===== config.mk =====
export PLATFORM = sky130hd
export DESIGN_NAME = fsk_frame_rx
export DESIGN_NICKNAME = d
export VERILOG_FILES = /design/src/rtl/fsk_frame_rx.sv
export SDC_FILE = /design/constraint.sdc
export NUM_CORES = 1
export LEC_CHECK = 0
export CORE_UTILIZATION = 55
export CTS_BUF_LIST = sky130_fd_sc_hd__clkbuf_2
export DETAILED_ROUTE_END_ITERATION = 10
export DONT_BUFFER_PORTS = 1
export PLACE_DENSITY = 0.74
export SETUP_SLACK_MARGIN = 0.15
export SYNTH_ARGS = -nofsm -noshare
export SYNTH_HDL_FRONTEND = slang
export SYNTH_SLANG_ARGS = --single-unit

===== constraint.sdc =====
create_clock -name clk -period 6.3 [get_ports clk]
set_input_delay 0.945 -clock clk [delete_from_list [all_inputs] [get_ports clk]]
set_output_delay 0.945 -clock clk [all_outputs]
set_load 0.005 [all_outputs]

===== src/rtl/fsk_frame_rx.sv =====
// FSK frame receiver: counts line edges per bit window to recover 9-bit even-parity words
// and delivers the data byte on a valid/ready handshake.
// Optional build macro FSK_RX_STATS_EN adds saturating good_cnt / perr_cnt outputs.
module fsk_frame_rx #(
   parameter int unsigned F0_HALF     = 8,
   parameter int unsigned F1_HALF     = 4,
   parameter int unsigned BIT_CYCLES  = 64,
   parameter int unsigned EDGE_THRESH = 12,
   parameter int unsigned MIN_EDGES   = 4,
   parameter int unsigned IDLE_CYCLES = 128
) (
   input  logic       clk,
   input  logic       reset,
   input  logic       fsk_in,
   output logic [7:0] data_out,
   output logic       valid,
   input  logic       ready,
   output logic       parity_err,
   output logic       frame_err,
   output logic       overrun
`ifdef FSK_RX_STATS_EN
   ,
   output logic [15:0] good_cnt,
   output logic [15:0] perr_cnt
`endif
);

   localparam int unsigned WinW   = $clog2(BIT_CYCLES);
   localparam int unsigned EdgeW  = $clog2(BIT_CYCLES + 1);
   localparam int unsigned QuietW = $clog2(IDLE_CYCLES + 1);

   localparam logic [WinW-1:0]   WinLast   = WinW'(BIT_CYCLES - 1);
   localparam logic [EdgeW-1:0]  EdgeMax   = '1;
   localparam logic [EdgeW-1:0]  EdgeOne   = EdgeW'(1);
   localparam logic [EdgeW-1:0]  OneThresh = EdgeW'(EDGE_THRESH);
   localparam logic [EdgeW-1:0]  MinEdges  = EdgeW'(MIN_EDGES);
   localparam logic [QuietW-1:0] QuietMax  = QuietW'(IDLE_CYCLES);

   // Nominal tone edge counts must straddle the decision threshold.
   if ((BIT_CYCLES / F0_HALF) >= EDGE_THRESH || (BIT_CYCLES / F0_HALF) < MIN_EDGES ||
       (BIT_CYCLES / F1_HALF) < EDGE_THRESH) begin : g_bad_tone_params
      $error("fsk_frame_rx: tone half-periods do not fit EDGE_THRESH/MIN_EDGES");
   end

   typedef enum logic [1:0] {StIdle, StRecv, StCheck} state_e;

   state_e            state_q, state_d;
   logic [1:0]        sync_q, sync_d;
   logic              line_prev_q, line_prev_d;
   logic [QuietW-1:0] quiet_q, quiet_d;
   logic [WinW-1:0]   win_q, win_d;
   logic [EdgeW-1:0]  edge_cnt_q, edge_cnt_d;
   logic [3:0]        bit_cnt_q, bit_cnt_d;
   logic [8:0]        word_q, word_d;
   logic [7:0]        data_q, data_d;
   logic              valid_q, valid_d;
   logic              perr_q, perr_d;
   logic              ferr_q, ferr_d;
   logic              ovr_q, ovr_d;
   logic              edge_det;
   logic              good_frame;

   assign edge_det = sync_q[1] ^ line_prev_q;

   // Next-state: synchronizer, idle qualification, per-window edge counting, word check.
   always_comb begin
      state_d     = state_q;
      sync_d      = {sync_q[0], fsk_in};
      line_prev_d = sync_q[1];
      quiet_d     = quiet_q;
      win_d       = win_q;
      edge_cnt_d  = edge_cnt_q;
      bit_cnt_d   = bit_cnt_q;
      word_d      = word_q;
      data_d      = data_q;
      valid_d     = valid_q;
      perr_d      = 1'b0;
      ferr_d      = 1'b0;
      ovr_d       = ovr_q;
      good_frame  = 1'b0;

      if (valid_q && ready) begin
         valid_d = 1'b0;
      end

      unique case (state_q)
         StIdle: begin
            if (edge_det) begin
               quiet_d = '0;
               if (quiet_q == QuietMax) begin
                  state_d    = StRecv;
                  bit_cnt_d  = '0;
                  win_d      = '0;
                  edge_cnt_d = EdgeOne;
               end
            end else if (quiet_q != QuietMax) begin
               quiet_d = quiet_q + QuietW'(1);
            end
         end
         StRecv: begin
            win_d = win_q + WinW'(1);
            if (edge_det && edge_cnt_q != EdgeMax) begin
               edge_cnt_d = edge_cnt_q + EdgeOne;
            end
            if (win_q == WinLast) begin
               word_d = {word_q[7:0], (edge_cnt_q >= OneThresh)};
               if (edge_cnt_q < MinEdges) begin
                  ferr_d  = 1'b1;
                  state_d = StIdle;
                  quiet_d = '0;
               end else begin
                  // A boundary-cycle edge belongs to the next window.
                  win_d      = '0;
                  edge_cnt_d = edge_det ? EdgeOne : '0;
                  bit_cnt_d  = bit_cnt_q + 4'd1;
                  if (bit_cnt_q == 4'd8) begin
                     state_d = StCheck;
                  end
               end
            end
         end
         StCheck: begin
            state_d = StIdle;
            quiet_d = '0;
            if (^word_q) begin
               perr_d = 1'b1;
            end else begin
               good_frame = 1'b1;
               if (!valid_q || ready) begin
                  data_d  = word_q[8:1];
                  valid_d = 1'b1;
               end else begin
                  ovr_d = 1'b1;
               end
            end
         end
         default: state_d = StIdle;
      endcase
   end

   // State register with synchronous reset.
   always_ff @(posedge clk) begin
      if (reset) begin
         state_q     <= StIdle;
         sync_q      <= '0;
         line_prev_q <= 1'b0;
         quiet_q     <= '0;
         win_q       <= '0;
         edge_cnt_q  <= '0;
         bit_cnt_q   <= '0;
         word_q      <= '0;
         data_q      <= '0;
         valid_q     <= 1'b0;
         perr_q      <= 1'b0;
         ferr_q      <= 1'b0;
         ovr_q       <= 1'b0;
      end else begin
         state_q     <= state_d;
         sync_q      <= sync_d;
         line_prev_q <= line_prev_d;
         quiet_q     <= quiet_d;
         win_q       <= win_d;
         edge_cnt_q  <= edge_cnt_d;
         bit_cnt_q   <= bit_cnt_d;
         word_q      <= word_d;
         data_q      <= data_d;
         valid_q     <= valid_d;
         perr_q      <= perr_d;
         ferr_q      <= ferr_d;
         ovr_q       <= ovr_d;
      end
   end

   assign data_out   = data_q;
   assign valid      = valid_q;
   assign parity_err = perr_q;
   assign frame_err  = ferr_q;
   assign overrun    = ovr_q;

`ifdef FSK_RX_STATS_EN
   logic [15:0] good_cnt_q, good_cnt_d;
   logic [15:0] perr_cnt_q, perr_cnt_d;

   // Saturating frame statistics; overrun drops still count as good frames.
   always_comb begin
      good_cnt_d = good_cnt_q;
      perr_cnt_d = perr_cnt_q;
      if (good_frame && good_cnt_q != 16'hFFFF) begin
         good_cnt_d = good_cnt_q + 16'd1;
      end
      if (perr_d && perr_cnt_q != 16'hFFFF) begin
         perr_cnt_d = perr_cnt_q + 16'd1;
      end
   end

   // Statistics registers.
   always_ff @(posedge clk) begin
      if (reset) begin
         good_cnt_q <= '0;
         perr_cnt_q <= '0;
      end else begin
         good_cnt_q <= good_cnt_d;
         perr_cnt_q <= perr_cnt_d;
      end
   end

   assign good_cnt = good_cnt_q;
   assign perr_cnt = perr_cnt_q;
`endif

endmodule


==> run_results.csv <==
group,metric,value,unit
cts,cts_setup_buffers,0,
timing,skew,0.01630,ns
logic_synthesis,synth_common_cells,"dfxtp_1 (51), nor2_1 (35), a21oi_1 (24)",
cts,htreeDepth,2,
timing,fin_setup_tns,0,ns
critical_path,crit_chain,"ha_1, nand3_1, a211oi_1, nand4_1, or3_1, a21oi_1",
die,die_y,69.20,um
cts,cts_buffer_depth,2,
final_layout,multi_input_area,1383,um^2
cts,cts_inserted_buffers,5,
power_and_ir_drop,peakVddDrop,0.0001510,V
routing,vias_per_cell,5.851,
cts,cts_tree,"yes",
global_route,track_usage,0.1949,
die,ios,16,
min_path,hp-class,"flop to flop",
global_route,grt_pass1_vias,1689,
logic_synthesis,synth_top_area_frac,0.4111,
timing,worstMarginPinSlew,1.301,ns
final_layout,drive_gt1_frac,0.05797,
logic_synthesis,ys_seq_area_frac,0.4111,
logic_synthesis,syn-cell-area,2484,um^2
die,die_w,69.20,um
die,dieArea,4789,um^2
critical_path,max_stage_delay,1.11,ns
final_layout,final_cells,328,
timing,slew_violations,0,
routing,dr.pass1.iters,4,
timing,fmax,370.9,MHz
die,coreArea,4354,um^2
power_and_ir_drop,leakage,0.9329,nW
logic_synthesis,netlist_top_cells_area,"dfxtp_1 (41%), mux2i_1 (7.3%), nor2_1 (5.3%)",
global_route,grt-ovfl-total,0,
logic_synthesis,syn_inst,276,
cts,cts.clk_slew.worst_paths,0.25,ns
global_route,antenna_found_initial,0,
critical_path,worstSetupPathType,"flop to flop",
routing,detail_route.wl_per_cell,13.41,um
timing,rsz0062_at_grt,"false",
global_route,grt_pass1_wl,7686,um
die,placementRows,24,
logic_synthesis,synth-seq-cells,51,
cts,clock_sink_count,51,
logic_synthesis,synth_edf_count,0,
critical_path,arrival,3.09,ns
routing,drc,0,
critical_path,slowest_stage,"a211oi_1",
final_layout,nNetsFinal,289,
timing,setup_viol,0,
final_layout,num_antenna_cells,0,
final_layout,fill_cells,385,
logic_synthesis,avgSynthCellArea,8.999,um^2
logic_synthesis,ys.flop_type,"dfxtp_1",
logic_synthesis,yosysWarnings,0,
global_route,grt_max_degree,40,
timing,timing.max_slew.rel_slack,0.1275,
placement,hpwl,3135,um
routing,ant_nets,0,
logic_synthesis,ys_async_sr_fraction,0,
final_layout,syn2layout_area_growth,4.282,%
timing,min_period,2.696,ns
placement,gp_congestion,0.7785,
logic_synthesis,yosys.area.top_type,"dfxtp_1",
cts,cts_root_buffer,"clkbuf_2",
critical_path,critical_path_required,6.69,ns
cts,cts_resized,0,
critical_path,cp_max_fo,12,
critical_path,endpoint_kind,"flop",
run_status,status,"completed",
logic_synthesis,syn-num-nets,290,
placement,io_buffers,0,
critical_path,startpoint_type,"flop",
cts,cts-hold-fix-buffers,0,
timing,fin_crit_sh,0.4280,
power_and_ir_drop,p_per_area,196.9,nW/um^2
cts,clk_latency,0.43,ns
timing,hold_viol_final,0,
logic_synthesis,synth_cell_type_count,43,
final_layout,seq_area,1021,um^2
routing,wl,4397,um
routing,drt_iter0_markers,81,
die,initial_core_util,0.5704,
final_layout,postLayoutCoreUtil,0.5948,
logic_synthesis,yosysMostFrequentCell,"dfxtp_1",
placement,placed_cells,320,
routing,vias,1919,
critical_path,ff2ff_setup_slack,3.60,ns
run,cap_violations,0,
[path summary, 6_finish.rpt]
path / from / endpoint / cells after the start
max: win_q[0] / bit_cnt_q[3] / 6
min: sync_q[0] / sync_q[1] / 1
max reg2reg: win_q[0] / bit_cnt_q[3] / 6
min reg2reg: sync_q[0] / sync_q[1] / 1
[worst max-delay path: cells and delay by family, from the launching register on]
| family | cells | cell delay [ns] |
|---|---|---|
| fa+ha+maj | 1 | 0.19 |
| compound gates | 2 | 1.25 |
| flops | 1 | 0.44 |
| simple gates | 3 | 0.79 |
[cells in the final DEF (no fill, tap or decap), drive strengths merged, types with 2 or more instances in the layout]
master  Yosys  layout
mux2i      19      19
nor2b       5       5
a21oi      24      24
nor2       35      35
o31ai       3       3
nand2      15      15
nor3        6       6
dfxtp      51      51
or4         2       2
o21bai      3       3
and2        3       3
a41oi       2       2
clkinv      0       2
ha         10      10
xnor3       2       2
nor3b       3       3
xnor2       9       9
nand2b      5       5
xor2        2       2
or3        10      10
a211oi      3       3
o21ai       9       9
a31oi       4       4
nand3       8       8
clkbuf      8       5
nand4       9       9
inv        12      12
[per-layer routing]
layer  vias up  GRT usage  wire length (um)
met2        33     0.2945              1956
met3         7    0.03634               143
li1        977          -                 -
met1       902     0.2844              2242
met5         -          0                 0
met4         0    0.05442                54
[through the flow]
step | worst slack (ns) | hold WS [ns] | area (um^2) | total power [mW]
after floorplan | 4.305 | 0.4138 | 2484 | 0.3453
after global placement | 3.785 | 0.4227 | 2521 | 0.3449
after detailed placement | 3.678 | 0.4328 | 2521 | 0.3454
after CTS | 3.667 | 0.4646 | 2590 | 0.5162
after global routing | 3.393 | 0.4774 | 2590 | 0.5302
final | 3.604 | 0.4639 | 2590 | 0.5099
[power by group]
part	internal, mW	switching, mW	leakage, nW
clock	0.0672	0.104	0.0429
sequential	0.326	0.00192	0.412
combinational	0.00435	0.00669	0.478
total	0.398	0.112	0.933
[kinds of logic after synthesis]
| family | synth area share |
|---|---|
| AO/OA/AOI/OAI | 0.1436 |
| flip-flops | 0.4111 |
| XOR/XNOR | 0.05693 |
| multiplexers | 0.08161 |
| adder cells (fa/ha/maj) | 0.05038 |
| AND/OR/NAND/NOR | 0.2242 |
| buffers and inverters | 0.03224 |
[sequential cells by signal, indices dropped and copies added (netlist names), 2 cells and up]
| register | flops |
|---|---|
| win_q | 6 |
| bit_cnt_q | 4 |
| quiet_q | 8 |
| state_q | 2 |
| edge_cnt_q | 7 |
| word_q | 9 |
| data_out | 8 |
| sync_q | 2 |
[cell type report]
type,count,share of cell area
clock inverters,3,0.01691
multi-input cells,204,0.5338
clock buffers,5,0.009662
repair buffers,1,0.002899
inverters,12,0.01739
flip-flops and latches,51,0.3942
well taps,52,0.02512
No activity file was read; power rests on OpenSTA's default activity.
